[config.mk]
export PLATFORM = sky130hd
export DESIGN_NAME = riscv_next_pc_gen
export DESIGN_NICKNAME = d
export VERILOG_FILES = /design/src/rtl/riscv_next_pc_gen.sv
export SDC_FILE = /design/constraint.sdc
export NUM_CORES = 1
export LEC_CHECK = 0
export ABC_CLOCK_PERIOD_IN_PS = 2650
export CORE_ASPECT_RATIO = 0.9
export CORE_MARGIN = 1.5
export CORE_UTILIZATION = 30
export CTS_CLUSTER_SIZE = 10
export DETAILED_ROUTE_END_ITERATION = 7
export MAX_ROUTING_LAYER = met4
export SLEW_MARGIN = 20
export SYNTH_ARGS = -nofsm -noshare
export SYNTH_HDL_FRONTEND = slang
export SYNTH_SLANG_ARGS = --single-unit
[constraint.sdc]
create_clock -name clk -period 2.65 [get_ports clk]
set_input_delay 0.265 -clock clk [delete_from_list [all_inputs] [get_ports clk]]
set_output_delay 0.265 -clock clk [all_outputs]
set_load 0.1 [all_outputs]
[src/rtl/riscv_next_pc_gen.sv]
// Next-PC generator: holds the fetch PC, arbitrates EX/ID redirects,
// parks a redirect while fetch is stalled, and pulses a fetch flush
// once per applied redirect.
module riscv_next_pc_gen #(
    parameter int unsigned             ADDR_WIDTH = 64,
    parameter logic [ADDR_WIDTH-1:0]   RESET_PC   = '0
) (
    input  logic                  clk,
    input  logic                  reset,
    input  logic                  enable,
    input  logic                  i_inject,
    input  logic [ADDR_WIDTH-1:0] i_inject_addr,
    input  logic                  i_ex_redirect,
    input  logic [ADDR_WIDTH-1:0] i_ex_redirect_addr,
    input  logic                  i_fetch_ready,
    output logic                  o_fetch_valid,
    output logic [ADDR_WIDTH-1:0] o_fetch_pc,
    output logic                  o_fetch_flush,
    output logic [31:0]           o_redirect_count
);

    typedef enum logic [1:0] {
        BOOT = 2'd0,
        RUN  = 2'd1,
        PEND = 2'd2
    } state_t;

    // Source tag for the parked redirect; EX outranks ID.
    localparam logic SRC_ID = 1'b0;
    localparam logic SRC_EX = 1'b1;

    state_t                  state_q, state_d;
    logic [ADDR_WIDTH-1:0]   pc_q, pc_d;
    logic [ADDR_WIDTH-1:0]   pend_addr_q, pend_addr_d;
    logic                    pend_src_q, pend_src_d;
    logic                    flush_q, flush_d;
    logic [31:0]             count_q, count_d;

    logic                    handshake;
    logic [ADDR_WIDTH-1:0]   ex_tgt, id_tgt, pc_seq;

    // Targets are halfword-aligned at minimum; bit 0 is always dropped.
    assign ex_tgt = {i_ex_redirect_addr[ADDR_WIDTH-1:1], 1'b0};
    assign id_tgt = {i_inject_addr[ADDR_WIDTH-1:1], 1'b0};
    assign pc_seq = pc_q + ADDR_WIDTH'(4);

    assign o_fetch_valid    = (state_q != BOOT);
    assign o_fetch_pc       = pc_q;
    assign o_fetch_flush    = flush_q;
    assign o_redirect_count = count_q;

    assign handshake = o_fetch_valid && i_fetch_ready && enable;

    // Next-state, PC, pending-redirect and flush/counter decisions.
    always_comb begin
        state_d     = state_q;
        pc_d        = pc_q;
        pend_addr_d = pend_addr_q;
        pend_src_d  = pend_src_q;
        flush_d     = 1'b0;
        count_d     = count_q;

        unique case (state_q)
            BOOT: begin
                // Redirects seen here have nothing to redirect; ignore them.
                state_d = RUN;
            end

            RUN: begin
                if (i_ex_redirect || i_inject) begin
                    if (handshake) begin
                        pc_d    = i_ex_redirect ? ex_tgt : id_tgt;
                        flush_d = 1'b1;
                        count_d = (count_q == '1) ? count_q : count_q + 32'd1;
                    end else begin
                        // PC must stay stable while the request is unaccepted.
                        pend_addr_d = i_ex_redirect ? ex_tgt : id_tgt;
                        pend_src_d  = i_ex_redirect ? SRC_EX : SRC_ID;
                        state_d     = PEND;
                    end
                end else if (handshake) begin
                    pc_d = pc_seq;
                end
            end

            PEND: begin
                // EX always replaces; ID only replaces an older ID target.
                if (i_ex_redirect) begin
                    pend_addr_d = ex_tgt;
                    pend_src_d  = SRC_EX;
                end else if (i_inject && pend_src_q == SRC_ID) begin
                    pend_addr_d = id_tgt;
                    pend_src_d  = SRC_ID;
                end
                if (handshake) begin
                    pc_d    = pend_addr_d;
                    state_d = RUN;
                    flush_d = 1'b1;
                    count_d = (count_q == '1) ? count_q : count_q + 32'd1;
                end
            end

            default: state_d = BOOT;
        endcase
    end

    // State register; reset wins over everything, enable=0 freezes all.
    always_ff @(posedge clk) begin
        if (reset) begin
            state_q     <= BOOT;
            pc_q        <= RESET_PC;
            pend_addr_q <= '0;
            pend_src_q  <= SRC_ID;
            flush_q     <= 1'b0;
            count_q     <= '0;
        end else if (enable) begin
            state_q     <= state_d;
            pc_q        <= pc_d;
            pend_addr_q <= pend_addr_d;
            pend_src_q  <= pend_src_d;
            flush_q     <= flush_d;
            count_q     <= count_d;
        end
    end

endmodule

==> metrics.md <==
| Metric | Value |
|---|---|
| Pint | ~4.7 mW |
| CP startpoint kind | register |
| Outcome | finished, final reports clean |
| Worst slew margin | 0.518 |
| Max VDD drop | about 530 µV |
| Starting density of the core | 0.303 |
| Share of layout cells above drive strength 1 | 0.177 |
| Die area | roughly 0.036 mm² |
| Comb pwr share | 0.208 |
| Global-route wire length before repair | between 60000 and 70000 µm |
| Final wirelength | between 40000 and 50000 µm |
| DR vias/cell | about 5.6 |
| Resize count post-CTS | 0 |
| CTS tree | yes |
| Clock-pin slew on the worst setup and hold paths | about 80 ps |
| Clock Power Share | 0.397 |
| CP endpoint kind | register |
| H-tree Lvls | 4 |
| Mean post-synth cell area | 7.07 µm² |
| Dpl cell area | between 0.01 and 0.015 mm² |
| Final WS setup | between 200 and 250 ps |
| Slew Viols, Final | 0 |
| #FFs+latches synth | 164 |
| Reg power frac | 0.395 |
| Setup violations, final | 0 |
| Yosys cell types | just over 60 |
| Final TNS setup | 0 ps |
| GRT Resource Usage Total | 0.242 |
| WP data arrival | 2770 ps |
| Crit path kind | register to register |
| Number of synthesized flops with an enable pin | 0 |
| Ys Warns | 0 |
| Placer Congestion | 0.948 |
| Clk buf depth | 2 |
| CTS Hold Bufs | 0 |
| DP Cell Count | roughly 2200 |
| Die height | 181 µm |
| PD cells | 480 mW/mm² |
| Crit-path max FO | 4 |
| Cells after synthesis | between 1000 and 1500 |
| DRC | 0 |
| Final worst-path cycle share | 0.923 |
| Vias | 12265 |
| Clk root buf | clkbuf_16 |
| Hold Crit Class | input port to register |
| Post-route cell area | around 0.014 mm² |
| Maxcap violations | 0 |
| Minimum clock period | 2450 ps |
| Asr flop ratio synth | 0 |
| Most frequent cell after synthesis | nor2_1 |
| Port bufs | 229 |
| Post-synth top area cell | dfxtp_1 |
| Vias in the first global route | roughly 12000 |
| Minimum hold slack | roughly 270 ps |
| Die Span X | between 200 and 250 µm |
| Yosys top cell area share | 0.311 |
| Worst Skew | roughly 16 ps |
| Num ports | approximately 230 |
| Row count | 65 |
| Final Hold Viols | 0 |
| First-pass DRT Iterations | 5 |
| Core area | around 0.035 mm² |
| Layout Cells excl Fill | 2202 |
| Most used DFF post-synth | dfxtp_1 |
| Sw Ratio | 0.309 |
| Post-Syn Area | 0.0106 mm² |
| Iter 0 DRT Violations | slightly below 900 |
| Final net count | 1852 |
| Pre-CTS WS | 2.40 ps |
| Initial antenna violation count | 7 |
| Mapped Nets | roughly 1600 |
| Drt wl/cell | slightly below 20 µm |
| P_leak | 5.30 nW |
| Power, Total | around 6.8 mW |
| Largest cells by area after synthesis | dfxtp_1, nor2_1, a21oi_1 |
| GRT overflow | 0 |
| Synth cell count leaders | nor2_1, nand2_1, dfxtp_1 |
| Switching power | 2.11 mW |
| Clock sinks | roughly 160 |
| RSZ-0062 raised after global routing | no |
| Worst EP required | about 3000 ps |
| CTS Buf Count | 17 |
| Worst skew pair latency | 450 ps |
| Routed Antenna Nets | 0 |
| Post-CTS Setup Bufs | 0 |
| Measured slew at the worst slew-check pin | just over 700 ps |
| Sequential area share after synthesis | 0.311 |
| Area grow syn2layout | 34.7% |
| Final Util | 0.408 |
| Fmax | around 410 MHz |
| HPWL after detailed placement | between 30000 and 40000 µm |
| Pin count of the biggest net entering global routing | between 60 and 70 |
## metal layers
layer | global-route usage | vias to the layer above | routed length (µm)
met2 | 0.367 | 502 | 19400
li1 | - | 5891 | -
met3 | 0.0743 | 40 | 4080
met1 | 0.312 | 5832 | 19300
met5 | - | - | 0
met4 | 0.0577 | 0 | 709
## sequential cells by signal (all words and copies together), names as in the netlist
name / cells
pend_src_q: 1
o_fetch_flush: 1
o_redirect_count: 32
state_q: 2
o_fetch_pc: 64
pend_addr_q: 64
## final cells by class
type	count	area, µm²
Antenna cell	7	17.5
Clock buffer	20	437
Clock inverter	12	180
Fill cell	3614	20600
Inverter	17	65.1
Multi-Input combinational cell	1201	6810
Sequential cell	164	3360
Tap cell	469	587
Timing Repair Buffer	312	2790
## worst paths after layout
| path | from | end | slack, ps | depth (start not counted) |
|---|---|---|---|---|
| worst max-delay path | o_fetch_pc[16]$_SDFFE_PP0P_ | o_fetch_pc[57]$_SDFFE_PP0P_ | 200 | 7 |
| worst min-delay path | reset | pend_addr_q[19]$_SDFFE_PP0P_ | 270 | 2 |
| worst max register to register | o_fetch_pc[16]$_SDFFE_PP0P_ | o_fetch_pc[57]$_SDFFE_PP0P_ | 200 | 7 |
| worst min register to register | pend_addr_q[1]$_SDFFE_PP0P_ | pend_addr_q[1]$_SDFFE_PP0P_ | 470 | 2 |
## critical path, stage by stage (launching register included)
cell	delay, ps
dfxtp_2	390
nand3_2	110
or4_1	680
buf_4	220
nor4_1	170
nand4_1	210
mux2i_1	160
a2111oi_0	380
## cells in the final DEF (no fill, tap or decap), drive strengths merged, types with 32 or more instances in the layout
| master | n |
|---|---|
| nand3 | 56 |
| buf | 183 |
| a21oi | 156 |
| nor3 | 46 |
| a31oi | 35 |
| clkdlybuf4s50 | 129 |
| mux2i | 46 |
| nor2 | 240 |
| nand2 | 165 |
| dfxtp | 164 |
| o21ai | 111 |
| nand4 | 32 |
## logic make-up after synthesis
logic type	Yosys count	share of synthesized area
AO/OA/AOI/OAI	431	0.248
XOR/XNOR	47	0.0389
adder cells (fa/ha/maj)	5	0.00592
buffers and inverters	131	0.0482
flip-flops	164	0.311
multiplexers	59	0.0574
AND/OR/NAND/NOR	659	0.291
## power groups by stage
| stage | combinational (mW) | sequential (mW) | clock [mW] |
|---|---|---|---|
| finish | 1.42 | 2.70 | 2.71 |
| global route | 1.54 | 2.71 | 2.85 |
| CTS | 1.41 | 2.69 | 2.75 |
| detailed placement | 1.41 | 2.75 | 0 |
| global placement | 1.38 | 2.74 | 0 |
| floorplan | 0.682 | 2.90 | 0 |
Note: power is estimated with default switching activity, not from simulation.
